### config.mk
export PLATFORM = sky130hd
export DESIGN_NAME = reset_sequencer_flat
export DESIGN_NICKNAME = d
export VERILOG_FILES = /design/src/rtl/reset_sequencer_if.sv /design/src/rtl/reset_sequencer.sv /design/src/flat_wrapper.sv
export SDC_FILE = /design/constraint.sdc
export NUM_CORES = 1
export LEC_CHECK = 0
export ABC_AREA = 1
export BUFFER_PORTS_ARGS = -buffer_cell sky130_fd_sc_hd__buf_2
export CAP_MARGIN = 5
export CORE_ASPECT_RATIO = 1.2
export CORE_MARGIN = 3
export CORE_UTILIZATION = 28
export DETAILED_ROUTE_END_ITERATION = 16
export SLEW_MARGIN = 10
export SYNTH_ARGS = -nofsm -noshare
export SYNTH_HDL_FRONTEND = slang
export SYNTH_SLANG_ARGS = --single-unit
### constraint.sdc
create_clock -name clk -period 1.1 [get_ports clk]
set_input_delay 0.22 -clock clk [delete_from_list [all_inputs] [get_ports clk]]
set_output_delay 0.22 -clock clk [all_outputs]
set_load 0.02 [all_outputs]
### src/rtl/reset_sequencer_if.sv
// Request/status bundle between a reset sequencer and the logic it serves.
// The sequencer drives the reset and status lines; the requester drives sw_rst_req.
`default_nettype none

interface reset_sequencer_if #(
    parameter int unsigned NUM_STAGES = 4
);
    logic                  sw_rst_req;
    logic [NUM_STAGES-1:0] rst_n_out;
    logic                  busy;
    logic                  done;

    modport master (
        input  sw_rst_req,
        output rst_n_out,
        output busy,
        output done
    );

    modport slave (
        output sw_rst_req,
        input  rst_n_out,
        input  busy,
        input  done
    );
endinterface

`default_nettype wire

### src/rtl/reset_sequencer.sv
// Staged active-low reset generator: holds all stages low for HOLD_CYCLES, then
// releases them one by one STAGE_GAP cycles apart. Every output comes from a flop.
`default_nettype none

module reset_sequencer #(
    parameter int unsigned NUM_STAGES  = 4,
    parameter int unsigned HOLD_CYCLES = 16,
    parameter int unsigned STAGE_GAP   = 4
) (
    input  logic              clk,
    input  logic              rst,
    reset_sequencer_if.master bus
);

    localparam int unsigned MAX_CNT = (HOLD_CYCLES > STAGE_GAP) ? HOLD_CYCLES : STAGE_GAP;
    localparam int unsigned CNT_W   = $clog2(MAX_CNT + 1);
    localparam int unsigned STG_W   = $clog2(NUM_STAGES + 1);

    typedef enum logic [1:0] {
        ST_ASSERT  = 2'd0,
        ST_RELEASE = 2'd1,
        ST_RUN     = 2'd2
    } state_e;

    state_e                state_q, state_d;
    logic [CNT_W-1:0]      cnt_q,   cnt_d;
    logic [STG_W-1:0]      stage_q, stage_d;
    logic [NUM_STAGES-1:0] rst_n_q, rst_n_d;
    logic                  busy_q,  busy_d;
    logic                  done_q,  done_d;

    // State and output registers; rst forces every stage back into reset.
    always_ff @(posedge clk) begin
        if (rst) begin
            state_q <= ST_ASSERT;
            cnt_q   <= '0;
            stage_q <= '0;
            rst_n_q <= '0;
            busy_q  <= 1'b1;
            done_q  <= 1'b0;
        end else begin
            state_q <= state_d;
            cnt_q   <= cnt_d;
            stage_q <= stage_d;
            rst_n_q <= rst_n_d;
            busy_q  <= busy_d;
            done_q  <= done_d;
        end
    end

    // Next-state logic; stage_q is the index of the next stage to release.
    always_comb begin
        state_d = state_q;
        cnt_d   = cnt_q;
        stage_d = stage_q;
        rst_n_d = rst_n_q;
        busy_d  = busy_q;
        done_d  = done_q;

        case (state_q)
            ST_ASSERT: begin
                if (cnt_q == CNT_W'(HOLD_CYCLES)) begin
                    rst_n_d[0] = 1'b1;
                    cnt_d      = '0;
                    stage_d    = STG_W'(1);
                    if (NUM_STAGES == 1) begin
                        state_d = ST_RUN;
                        busy_d  = 1'b0;
                        done_d  = 1'b1;
                    end else begin
                        state_d = ST_RELEASE;
                    end
                end else begin
                    cnt_d = cnt_q + CNT_W'(1);
                end
            end

            ST_RELEASE: begin
                if (cnt_q == CNT_W'(STAGE_GAP - 1)) begin
                    for (int unsigned i = 0; i < NUM_STAGES; i++) begin
                        if (stage_q == STG_W'(i)) begin
                            rst_n_d[i] = 1'b1;
                        end
                    end
                    cnt_d   = '0;
                    stage_d = stage_q + STG_W'(1);
                    if (stage_q == STG_W'(NUM_STAGES - 1)) begin
                        state_d = ST_RUN;
                        busy_d  = 1'b0;
                        done_d  = 1'b1;
                    end
                end else begin
                    cnt_d = cnt_q + CNT_W'(1);
                end
            end

            ST_RUN: begin
                cnt_d = '0;
            end

            default: begin
                state_d = ST_ASSERT;
                cnt_d   = '0;
                stage_d = '0;
                rst_n_d = '0;
                busy_d  = 1'b1;
                done_d  = 1'b0;
            end
        endcase

        // A software request restarts from any state; held high it pins the counter.
        if (bus.sw_rst_req) begin
            state_d = ST_ASSERT;
            cnt_d   = '0;
            stage_d = '0;
            rst_n_d = '0;
            busy_d  = 1'b1;
            done_d  = 1'b0;
        end
    end

    assign bus.rst_n_out = rst_n_q;
    assign bus.busy      = busy_q;
    assign bus.done      = done_q;

endmodule

`default_nettype wire

### src/flat_wrapper.sv
// flat-port wrapper written by rule: the top's interface ports become plain ports
module reset_sequencer_flat 
#(
    parameter int unsigned NUM_STAGES  = 4,
    parameter int unsigned HOLD_CYCLES = 16,
    parameter int unsigned STAGE_GAP   = 4
)
  (clk, rst, bus_sw_rst_req, bus_rst_n_out, bus_busy, bus_done);
  reset_sequencer_if #(.NUM_STAGES(NUM_STAGES)) bus_i ();
  input  logic clk;
  input  logic rst;
  input wire logic [$bits(bus_i.sw_rst_req)-1:0] bus_sw_rst_req;
  output wire logic [$bits(bus_i.rst_n_out)-1:0] bus_rst_n_out;
  output wire logic [$bits(bus_i.busy)-1:0] bus_busy;
  output wire logic [$bits(bus_i.done)-1:0] bus_done;
  assign bus_i.sw_rst_req = bus_sw_rst_req;
  assign bus_rst_n_out = bus_i.rst_n_out;
  assign bus_busy = bus_i.busy;
  assign bus_done = bus_i.done;
  reset_sequencer #(.NUM_STAGES(NUM_STAGES), .HOLD_CYCLES(HOLD_CYCLES), .STAGE_GAP(STAGE_GAP)) u_core (.clk(clk), .rst(rst), .bus(bus_i));
endmodule
Word-level counts from Yosys, hierarchy flattened
Cells that the tools add are included.

storage, ports and cells
  output and inout port bits = 6
  bits of input ports = 3
  logic and storage cells = 59
  bits in registers = 16

cells by class
  bitwise logic cells = 2
  equal/unequal tests = 13
  muxes and demuxes = 23
  reduce and logical (&&, ||, !) cells = 10
  $add $sub $neg = 2

operators by type and width
  kind                                                                    count
  2-bit by 1-bit != test with 1-bit output (second input constant)        6
  3-bit AND reduction                                                     4
  5-bit 2-to-1 mux                                                        2
  5-bit one-hot mux with 2 select lines                                   1
  3-bit one-hot mux with 3 select lines                                   1
  1-bit 2-to-1 mux                                                        8
  4-bit AND reduction                                                     2
  3-bit by 2-bit equality test with 1-bit output (second input constant)  2
  2-bit 2-to-1 mux                                                        3
  3-bit 2-to-1 mux                                                        2
  2-bit one-hot mux with 3 select lines                                   1
  3-bit one-hot mux with 2 select lines                                   1
  5-bit by 1-bit adder with 5-bit output (second input constant)          1
  5-bit by 2-bit equality test with 1-bit output (second input constant)  1
  5-bit equality test (second input constant)                             1
  4-bit 2-to-1 mux                                                        1
  1-bit one-hot mux with 2 select lines                                   2
  2-bit OR reduction                                                      2
  3-bit by 1-bit adder with 3-bit output (second input constant)          1
  3-bit by 1-bit equality test with 1-bit output (second input constant)  1
  3-bit zero test                                                         1
  1-bit one-hot mux with 3 select lines                                   1
  2-bit by 1-bit equality test with 1-bit output (second input constant)  1
  2-bit equality test (second input constant)                             1
  2 further kinds                                                         3

Longest topological paths before layout
Gate-level depths: netlist (run 1).

  word-level depth = 4
  depth in mapped cells = 9
  gate-level depth less buffers = 9

Worst setup path before layout (run 1)
Ideal clock, no wire load.

  path kind = register -> register
  from = register u_core.cnt_q[0]
  to = register u_core.state_q[0]
  setup slack = -0.092 ns
  arrival = 1.079 ns
  buffers on the path = 0
  data required time = 0.987 ns
  cell stages (with the launch flop) = 9
  period minus slack after synthesis = 1.192 ns
  library setup time = 0.113 ns
  path through = dfxtp_1 -> ha_1 -> inv_1 -> nor2_1 -> nand2_1 -> nand2_4 -> nand2_1 -> o21ai_1 -> inv_1

between the ends
  cells in the longest elaborated chain, start to end = 3
  elaborated cells between the ends (all ways) = 5
  those cells by class = eq/ne (4); reduce/logical (1)

ends and longest elaborated chain
  item                                                                                          line                                          source
  start: declaration                                                                            reset_sequencer.sv:26                         logic [CNT_W-1:0] cnt_q, cnt_d;
  start signal: assignment                                                                      reset_sequencer.sv:43                         cnt_q <= cnt_d;
  5-bit by 2-bit equality test with 1-bit output / 5-bit equality test (equally long branches)  reset_sequencer.sv:79, reset_sequencer.sv:62
  2-bit by 1-bit != test with 1-bit output (no line)                                            n/a
  4-bit AND reduction (no line) (*)                                                             n/a
  end signal: assignment                                                                        reset_sequencer.sv:42                         state_q <= state_d;
  end: declaration                                                                              reset_sequencer.sv:25                         state_e state_q, state_d;

Mark *: on every way between the ends. The rest lies on a longest branch, timed or not.
A chain may end at the register's enable or synchronous reset.

Final worst setup path (run 1)
  from = register u_core.cnt_q[1]
  to = register u_core.stage_q[2]

between the ends
  cells in the longest elaborated chain, start to end = 3
  elaborated cells between the ends (all ways) = 5
  those cells by class = eq/ne (4); reduce/logical (1)

ends and longest elaborated chain
  item                                                                                          line                                          source
  5-bit by 2-bit equality test with 1-bit output / 5-bit equality test (equally long branches)  reset_sequencer.sv:79, reset_sequencer.sv:62
  2-bit by 1-bit != test with 1-bit output (no line)                                            n/a
  3-bit AND reduction (no line) (*)                                                             n/a
  end signal: assignment                                                                        reset_sequencer.sv:44                         stage_q <= stage_d;
  end: declaration                                                                              reset_sequencer.sv:27                         logic [STG_W-1:0] stage_q, stage_d;

Marked as above.

==> results of run 1 <==
-- kinds of logic (layout without fill, tap and decap cells) --
group,count (synthesis),in the layout,share of synthesized area
buf+inv,18,42,0.100
flops,15,15,0.371
xor+xnor,3,3,0.0325
simple gates,47,47,0.334
compound gates,8,8,0.0541
fa+ha+maj,7,7,0.108
-- layout by cell type, fill, tap and decap left out --
cell type,netlist,layout
ha_4,0,3
ha_2,0,1
nor2_2,5,6
nand3_1,5,5
xor2_1,2,2
inv_2,0,4
nor2_8,1,1
dfxtp_4,0,2
nand3_2,3,3
dfxtp_2,0,3
nand3b_1,1,1
nor3_4,0,1
a21oi_1,6,4
inv_4,1,1
nand2_4,2,2
nor2_1,6,5
nand2_2,2,9
o21ai_1,1,1
nand4_1,3,3
clkinv_2,0,1
inv_1,15,11
buf_4,1,15
ha_1,7,3
clkbuf_4,0,3
dfxtp_1,15,10
xnor2_1,1,1
nand2_1,17,10
buf_2,0,7
nor2_4,1,1
a21oi_2,1,3
-- path summary, 6_finish.rpt --
check | startpoint | endpoint | cells past startpoint
hold reg to reg | u_core.bus.rst_n_out[2] | u_core.bus.rst_n_out[2] | 2
hold / removal | bus_sw_rst_req | u_core.bus.busy | 4
setup / recovery | u_core.cnt_q[1] | u_core.stage_q[2] | 8
setup reg to reg | u_core.cnt_q[1] | u_core.stage_q[2] | 8
-- report_power, final --
group | total (mW) | internal, mW | leakage (nW) | switching [mW]
clock | 0.327 | 0.135 | 0.0177 | 0.192
combinational | 0.0508 | 0.0220 | 0.297 | 0.0287
sequential | 0.549 | 0.544 | 0.124 | 0.00494
-- flip-flops by register name (all words and copies together), names as in the netlist --
signal,count
u_core.cnt_q,5
u_core.bus.rst_n_out,3
u_core.stage_q,3
u_core.state_q,2
u_core.bus.busy,1
u_core.bus.done,1
-- layout make-up --
class	instances	area, sq um	share of cell area
Clock inverter	1	5.00	0.00456
Sequential cell	15	312	0.284
Timing Repair Buffer	22	148	0.135
Tap cell	33	41.3	0.0376
Inverter	16	62.6	0.0570
Clock buffer	3	22.5	0.0205
Multi-Input combinational cell	65	507	0.462
-- through the flow --
step	setup TNS, ps	power, mW	instance area (sq um)	utilization
finish	-509	0.927	1100	0.414
global route	-1610	0.967	1100	0.414
CTS	-824	0.934	1030	0.388
detailed placement	-772	0.610	995	0.375
global placement	-411	0.609	995	0.375
floorplan	-4.77	0.589	827	-
-- worst reg2reg max path: cells and delay by family, from the launching register on --
family | cells | cell delay, ps
AND/OR/NAND/NOR | 5 | 490
flip-flops | 1 | 380
adder cells (fa/ha/maj) | 1 | 140
buffers and inverters | 1 | 30
AO/OA/AOI/OAI | 1 | 50
-- per-layer routing --
metal | share of wire | vias to the layer above
li1 | - | 352
met4 | 0.030 | 0
met3 | 0.049 | 6
met1 | 0.42 | 323
met2 | 0.51 | 17
met5 | 0 | -
-- what timing repair did --
| item | in CTS | in global routing |
|---|---|---|
| gates resized for setup | 3 | 22 |
| pin swaps | 4 | 7 |
| setup endpoints to repair | 15 | 15 |
| endpoints found under the hold margin | 0 | 0 |
==> flow_metrics.env, run 1 <==
export IMPL_status="complete, but fails checks"
export IMPL_failed_checks="negative setup slack"
export IMPL_cts_root_buf="clkbuf_4"
export IMPL_synth_async_reset_ratio=0
export IMPL_grt_use_met2=0.178
export IMPL_path_cells="ha_4 > inv_2 > nor2_2 > nand2_2 > nand2_4 > nand3_2 > nand2_1 > a21oi_1"
export IMPL_postCtsHoldBufs=0
export IMPL_viasPerCell=4.50
export IMPL_critPathBufInv=1
export IMPL_io_buffers=8
export IMPL_endpoint_kind="register"
export IMPL_die_y_um=64.9
export IMPL_mappedNetlistNets=108
export IMPL_num_vias=698
export IMPL_ios=9
export IMPL_rsz0062_at_grt="yes"
export IMPL_startpoint_type="register"
export IMPL_synth_distinct_cells=23
export IMPL_grt_busiest_layer="met2"
export IMPL_clkTransAtPathRegs_ps=100
export IMPL_hold_ws_ps=294
export IMPL_fmax_mhz=852
export IMPL_hold_viol=0
export IMPL_post_route_period_util=1.07
export IMPL_p_leak_nw=0.439
export IMPL_diodes=0
export IMPL_ys_warnings_count=0
export IMPL_cts_buffers=3
export IMPL_grt_max_degree=10
export IMPL_pre_cts_slack_ps=-83.2
export IMPL_ys_ff_latch=15
export IMPL_grt_overflow=0
export IMPL_slowest_delay_ps=380
export IMPL_synthFlopType="dfxtp_1"
export IMPL_power_density_mw_per_mm2=845
export IMPL_nNetsFinal=133
export IMPL_peakVddDrop_mv=0.483
export IMPL_tightest_slew_ps=302
export IMPL_dp_hpwl_um=1240
export IMPL_cp_slowest_cell="dfxtp_4"
export IMPL_drv_slew=0
export IMPL_crit_family="simple AND/OR/NAND/NOR gates"
export IMPL_finalCriticalPeriod_ps=1170
export IMPL_grt_pass1_vias=723
export IMPL_drive_gt1_frac=0.541
export IMPL_max_slew_margin_rel=0.798
export IMPL_finalSetupViolCount=14
export IMPL_path_max_fanout=8
export IMPL_route_detailed_drc=0
export IMPL_rows=20
export IMPL_ys_seq_area_frac=0.371
export IMPL_nFillCells=288
export IMPL_yosys_top_cells_area="dfxtp_1 (37%), ha_1 (11%), nand2_1 (7.9%), inv_1 (7.0%), nor2_2 (3.9%)"
export IMPL_synth_top_area_frac=0.371
export IMPL_synth_largest_area_cell="dfxtp_1"
export IMPL_grt_use_total=0.105
export IMPL_synthTopCellsByCount="nand2_1 (17), dfxtp_1 (15), inv_1 (15), ha_1 (7)"
export IMPL_place_gp_congestion=0.829
export IMPL_syn_area_per_cell_sq_um=8.26
export IMPL_crit_type="reg -> reg"
export IMPL_dp_cells=151
export IMPL_cp_required_ps=1290
export IMPL_grt_pass1_wl_um=2740
export IMPL_cts_setup_buffers=0
export IMPL_firstDrtPassIters=4
export IMPL_synthCells=98
export IMPL_skew_ps=6.85
export IMPL_worstSkewPairLatency_ps=290
export IMPL_yosysMostFrequentCell="nand2_1"
export IMPL_clockBufferDepth=2
export IMPL_maxCapViolCount=0
export IMPL_syn_to_final_growth_pct=35.5
export IMPL_finalWirelength_um=1600
export IMPL_initial_core_util=0.305
export IMPL_design_die_area_sq_mm=0.00358
export IMPL_finalWorstSetupSlack_ps=-74.3
export IMPL_wl_per_cell_um=10.3
export IMPL_dieWidth_um=55.1
export IMPL_ant_nets=0
export IMPL_synth_edf_count=0
export IMPL_clkSinkCount=15
export IMPL_core_area_sq_mm=0.00265
export IMPL_cts_tree="yes"
export IMPL_fin_cells=155
export IMPL_htreeDepth=1
export IMPL_antenna_found_initial=0
export IMPL_met1_usage=0.109
export IMPL_ff2ff_setup_slack_ps=-70
export IMPL_use_met3=0.0460
export IMPL_critPathArrivalTime_ps=1370
export IMPL_drtIter0Drc=7
export IMPL_synth_area_sq_um=810
export IMPL_hp_class="in -> reg"
(Power assumes the default switching activity.)
==> run 2: changes to the inputs <==
- ABC_AREA: 1 -> 0
==> run 2 against run 1 <==
  * The flow still finishes with violations (negative setup slack)
  * Count of clock-buffer cells in the layout grew 1
  * Synthesized area shrank 4.0%
  * Register-to-register slack lost 250 ps
  * Combinational power shrank 12%
  * Global-route usage grew 0.91 points
  * Critical path type unchanged
  * Largest cell class unchanged
==> flow_metrics.env, run 2 <==
export IMPL_status="complete, but fails checks"
export IMPL_failed_checks="negative setup slack"
export IMPL_ys_ff_latch=15
export IMPL_post_route_period_util=1.30
export IMPL_grt_pass1_wl_um=2910
export IMPL_synthTopCellsByCount="dfxtp_1 (15), inv_1 (9), ha_1 (7), nor3_1 (5)"
export IMPL_ios=9
export IMPL_endpoint_kind="register"
export IMPL_nFillCells=272
export IMPL_power_frac_comb=0.049
export IMPL_num_vias=673
export IMPL_ys_seq_area_frac=0.386
export IMPL_synth_distinct_cells=33
export IMPL_core_area_sq_mm=0.00260
export IMPL_postCtsHoldBufs=0
export IMPL_mappedNetlistNets=89
export IMPL_largest_reg_flops=5
export IMPL_dieWidth_um=54.1
export IMPL_regMostFlops="u_core.cnt_q"
export IMPL_finalWirelength_um=1680
export IMPL_clockBufferDepth=2
export IMPL_rsz0062_at_grt="yes"
export IMPL_critPathArrivalTime_ps=1650
export IMPL_htreeDepth=1
export IMPL_rows=20
export IMPL_max_slew_margin_rel=0.805
export IMPL_finalSetupViolCount=15
export IMPL_skew_ps=6.19
export IMPL_io_buffers=8
export IMPL_drtIter0Drc=3
export IMPL_grt_use_total=0.114
export IMPL_wl_met3_um=25
export IMPL_hp_class="in -> reg"
export IMPL_startpoint_type="register"
export IMPL_ant_nets=0
export IMPL_final_cell_mix="buf_4 (18), dfxtp_1 (13), inv_1 (9)"
export IMPL_die_y_um=63.7
export IMPL_crit_cells=4
export IMPL_finalCriticalPeriod_ps=1430
export IMPL_nNetsFinal=117
export IMPL_yosysMostFrequentCell="dfxtp_1"
export IMPL_slowest_delay_ps=490
export IMPL_hold_depth=3
export IMPL_dp_hpwl_um=1340
export IMPL_p_clk_frac=0.339
export IMPL_diodes=0
export IMPL_cp_required_ps=1320
export IMPL_hold_viol=0
export IMPL_r2r_cells=4
export IMPL_critPathBufInv=0
export IMPL_syn_to_final_growth_pct=40.6
export IMPL_drv_slew=0
export IMPL_path_cells="ha_4 > or4b_4 > o311ai_2 > o211a_1"
export IMPL_cts_buffers=3
export IMPL_synth_area_sq_um=777
export IMPL_p_leak_nw=0.470
export IMPL_ys_warnings_count=0
export IMPL_synth_edf_count=0
export IMPL_cts_tree="yes"
export IMPL_maxUsedRoutingLayer="met4"
export IMPL_wirelength_met1_um=606
export IMPL_synth_top_area_frac=0.386
export IMPL_clkTransAtPathRegs_ps=90
export IMPL_internal_power_mw=0.709
export IMPL_syn_area_per_cell_sq_um=9.84
export IMPL_fmax_mhz=701
export IMPL_grt_pass1_vias=714
export IMPL_met2_length_um=1020
export IMPL_initial_core_util=0.299
export IMPL_cts_root_buf="clkbuf_4"
export IMPL_firstDrtPassIters=4
export IMPL_synth_largest_area_cell="dfxtp_1"
export IMPL_place_gp_congestion=0.784
export IMPL_wl_per_cell_um=12.1
export IMPL_clkSinkCount=15
export IMPL_synthFlopType="dfxtp_1"
export IMPL_path_max_fanout=4
export IMPL_maxCapViolCount=0
export IMPL_drive_gt1_frac=0.434
export IMPL_synthCells=79
export IMPL_switchingPower_mw=0.190
export IMPL_yosys_top_cells_area="dfxtp_1 (39%), ha_1 (11%), inv_1 (4.3%), o21a_1 (3.9%), nor3_1 (3.2%)"
export IMPL_seqPwrFrac=0.611
export IMPL_synth_async_reset_ratio=0
export IMPL_peakVddDrop_mv=0.676
export IMPL_power_density_mw_per_mm2=823
export IMPL_crit_type="reg -> reg"
export IMPL_cp_slowest_cell="or4b_4"
export IMPL_final_common_cell="buf_4"
export IMPL_design_die_area_sq_mm=0.00345
export IMPL_tightest_slew_ps=293
export IMPL_report_power_total_mw=0.899
export IMPL_grt_max_degree=9
export IMPL_crit_family="simple AND/OR/NAND/NOR gates"
export IMPL_route_detailed_drc=0
export IMPL_antenna_found_initial=0
export IMPL_fin_util=0.420
export IMPL_finalWorstSetupSlack_ps=-326
export IMPL_viasPerCell=4.84
export IMPL_switching_share=0.211
export IMPL_grt_overflow=0
export IMPL_worstSkewPairLatency_ps=280
==> run 2: changes by cell type in the layout (fill, tap and decap cells not counted), moves of 3 or more <==
cell     before  now
nand2_1      10    0
nor2_2        6    0
nor3_1        0    4
dfxtp_1      10   13
nand3_1       5    2
a21oi_1       4    1
ha_1          3    6
nand2_2       9    0
inv_2         4    0
o21a_1        0    4
buf_4        15   18
nand4_1       3    0
nor2_1        5    1
==> run 2: path summary, 6_finish.rpt <==
check,startpoint,end,slack (ps)
max,u_core.cnt_q[1],u_core.bus.rst_n_out[0],-330
min,bus_sw_rst_req,u_core.stage_q[0],260
max reg2reg,u_core.cnt_q[1],u_core.bus.rst_n_out[0],-330
min reg2reg,u_core.bus.busy,u_core.bus.busy,460
==> run 2: cell type report <==
cell class                 count  area, sq um  area share
clock buffer                   4         26.3      0.0241
inverter                       9         33.8      0.0309
multi-input combinational     51          499       0.457
sequential                    15          305       0.279
tap                           33         41.3      0.0378
timing repair buffer          27          186       0.171
==> run 2: power by group through the flow <==
stage               Combinational (mW)  Clock (mW)  Sequential [mW]
finish                          0.0445       0.305            0.549
global route                    0.0498       0.336            0.550
CTS                             0.0444       0.318            0.551
detailed placement              0.0424           0            0.564
global placement                0.0401           0            0.564
floorplan                       0.0219           0            0.564
==> run 2: logic make-up after synthesis <==
kind of cell	Yosys count	share of synthesized area
compound gates	19	0.185
xor+xnor	3	0.0338
fa+ha+maj	7	0.113
buf+inv	13	0.0725
flops	15	0.386
mux	1	0.0129
simple gates	21	0.196
==> run 2: routing by layer <==
metal / up-vias / global-route usage
met2: 9 / 0.211
met4: 0 / 0.0654
met1: 322 / 0.114
li1: 338 / -
met3: 4 / 0.0165
met5: - / 0
==> run 2: through the flow <==
step	instances	setup TNS (ps)	worst slack, ps	hold slack [ps]	cell area (sq um)
finish	139	-4020	-326	262	1090
global route	139	-5020	-388	285	1090
CTS	139	-4170	-341	260	1080
detailed placement	135	-4590	-365	458	1000
global placement	135	-4140	-352	443	1000
floorplan	79	-2570	-344	429	798
==> run 2: tightest hold or removal path: stages <==
cell and delay (ps):
buf_2 80, or2_2 120, o32ai_1 80
==> run 2: timing repair <==
item | 4_1_cts | 5_1_grt
setup endpoints to repair | 15 | 15
buffers inserted | 0 | 0
pin swaps | 8 | 2
resized for setup | 8 | 5
==> run 3: changes to the inputs <==
- BUFFER_PORTS_ARGS: -buffer_cell sky130_fd_sc_hd__buf_2 -> -buffer_cell sky130_fd_sc_hd__buf_4
- SKIP_LAST_GASP: not set -> 1
==> run 3 against run 2 <==
  * The run still ends with negative setup slack left
  * Utilization increased by 0.48 points
  * Cell count unchanged
  * Flip-flop and latch count unchanged
  * Count of clock-buffer cells in the layout unchanged
  * Clock skew decreased by 4.9 ps
  * Critical path type unchanged
  * Critical endpoint unchanged
  * Highest routed layer unchanged
==> flow_metrics.env, run 3 (same netlist as run 2, synthesis figures left out) <==
export IMPL_status="complete, but fails checks"
export IMPL_failed_checks="negative setup slack"
export IMPL_finalSetupViolCount=15
export IMPL_ios=9
export IMPL_dpl_instance_area_sq_mm=0.00102
export IMPL_clkSinkCount=15
export IMPL_slowest_delay_ps=500
export IMPL_final_cell_mix="buf_4 (26), dfxtp_1 (13), inv_1 (9)"
export IMPL_postCtsHoldBufs=0
export IMPL_largest_reg_flops=5
export IMPL_post_route_period_util=1.33
export IMPL_reg2reg_from="u_core.cnt_q[1]"
export IMPL_grt_use_met2=0.221
export IMPL_cp_slowest_cell="or4b_4"
export IMPL_drtIter0Drc=8
export IMPL_finalWorstSetupSlack_ps=-358
export IMPL_grt_pass1_wl_um=3040
export IMPL_power_density_mw_per_mm2=819
export IMPL_grt_pass1_vias=680
export IMPL_syn_to_final_growth_pct=42.2
export IMPL_diodes=0
export IMPL_max_slew_margin_rel=0.793
export IMPL_path_cells="ha_4 > or4b_4 > o311ai_4 > o211a_1"
export IMPL_design_die_area_sq_mm=0.00345
export IMPL_ant_nets=0
export IMPL_grt_use_total=0.119
export IMPL_cp_required_ps=1330
export IMPL_multi_input_area_sq_um=492
export IMPL_endpoint_kind="register"
export IMPL_cts_buffers=3
export IMPL_nFillCells=265
export IMPL_cts_setup_buffers=0
export IMPL_drive_gt1_frac=0.406
export IMPL_hp_class="in -> reg"
export IMPL_pre_cts_slack_ps=-388
export IMPL_hold_viol=0
export IMPL_critPathLaunch="u_core.cnt_q[1]"
export IMPL_startpoint_type="register"
export IMPL_grt_max_degree=9
export IMPL_cts_tree="yes"
export IMPL_initial_core_util=0.299
export IMPL_drv_slew=0
export IMPL_die_y_um=63.7
export IMPL_skew_ps=1.31
export IMPL_dieWidth_um=54.1
export IMPL_path_max_fanout=4
export IMPL_route_detailed_drc=0
export IMPL_place_gp_congestion=0.801
export IMPL_peakVddDrop_mv=0.735
export IMPL_grt_overflow=0
export IMPL_finalWirelength_um=1770
export IMPL_antenna_found_initial=0
export IMPL_firstDrtPassIters=4
export IMPL_tightest_slew_ps=310
export IMPL_critPathArrivalTime_ps=1680
export IMPL_nNetsFinal=117
export IMPL_met1_usage=0.125
export IMPL_io_buffers=8
export IMPL_clkTransAtPathRegs_ps=90
export IMPL_use_met3=0.0213
export IMPL_finish_instance_area_sq_mm=0.00110
export IMPL_worstHoldStart="bus_sw_rst_req"
export IMPL_maxCapViolCount=0
export IMPL_viasPerCell=4.76
export IMPL_fin_setup_tns_ps=-4270
export IMPL_grt_busiest_layer="met2"
export IMPL_final_common_cell="buf_4"
export IMPL_fmax_mhz=686
export IMPL_cts_root_buf="clkbuf_4"
export IMPL_rows=20
export IMPL_core_area_sq_mm=0.00260
export IMPL_num_vias=661
export IMPL_htreeDepth=1
export IMPL_clockBufferDepth=2
export IMPL_wl_per_cell_um=12.7
export IMPL_rsz0062_at_grt="yes"
export IMPL_crit_type="reg -> reg"
export IMPL_p_leak_nw=0.473
export IMPL_regMostFlops="u_core.cnt_q"
export IMPL_finalCriticalPeriod_ps=1460
export IMPL_seq_area_sq_um=305
export IMPL_worstSkewPairLatency_ps=270
export IMPL_dp_hpwl_um=1370
==> run 3: cell counts in the layout (fill, tap and decap cells not counted) <==
Identical to the previous run, type by type.
==> run 3: metrics by stage <==
stage	utilization	hold slack, ps	power [mW]	cells
after global placement	0.392	449	0.606	135
after global routing	0.425	264	0.954	139
after detailed placement	0.392	458	0.607	135
after floorplan	-	429	0.586	79
final	0.425	265	0.905	139
after CTS	0.418	261	0.922	139
==> run 3: layout make-up <==
| type | instances | share of cell area |
|---|---|---|
| Tap cell | 33 | 0.0374 |
| Clock buffer | 4 | 0.0238 |
| Sequential cell | 15 | 0.276 |
| Inverter | 9 | 0.0306 |
| Multi-Input combinational cell | 51 | 0.445 |
| Timing Repair Buffer | 27 | 0.187 |
==> run 3: worst max-delay path: cells and delay by family (launching register included) <==
family | cells | cell delay (ps)
adder cells (fa/ha/maj) | 1 | 130
AO/OA/AOI/OAI | 2 | 400
AND/OR/NAND/NOR | 1 | 500
flip-flops | 1 | 370
==> run 3: what timing repair did <==
action / CTS / global route
gates resized for setup: 7 / 4
pin swaps: 6 / 0
endpoints found under the hold margin: 0 / 0
setup endpoints to repair: 15 / 15
==> run 3: worst paths after layout <==
path / end / slack, ps / cells after the start
min reg2reg: u_core.bus.rst_n_out[2] / 470 / 1
max reg2reg: u_core.bus.rst_n_out[0] / -360 / 4
min: u_core.stage_q[0] / 270 / 3
max: u_core.bus.rst_n_out[0] / -360 / 4
==> run 3: routing by layer <==
layer / up-vias / routed length [um]
met5: - / 0
met1: 314 / 700
met3: 4 / 33
met4: 0 / 33
li1: 336 / -
met2: 7 / 1000
==> run 3: where the power goes <==
| group | total (mW) | switching, mW | leakage [nW] | internal, mW |
|---|---|---|---|---|
| clock | 0.309 | 0.169 | 0.0150 | 0.140 |
| combinational | 0.0461 | 0.0219 | 0.336 | 0.0242 |
| sequential | 0.549 | 0.00423 | 0.122 | 0.545 |
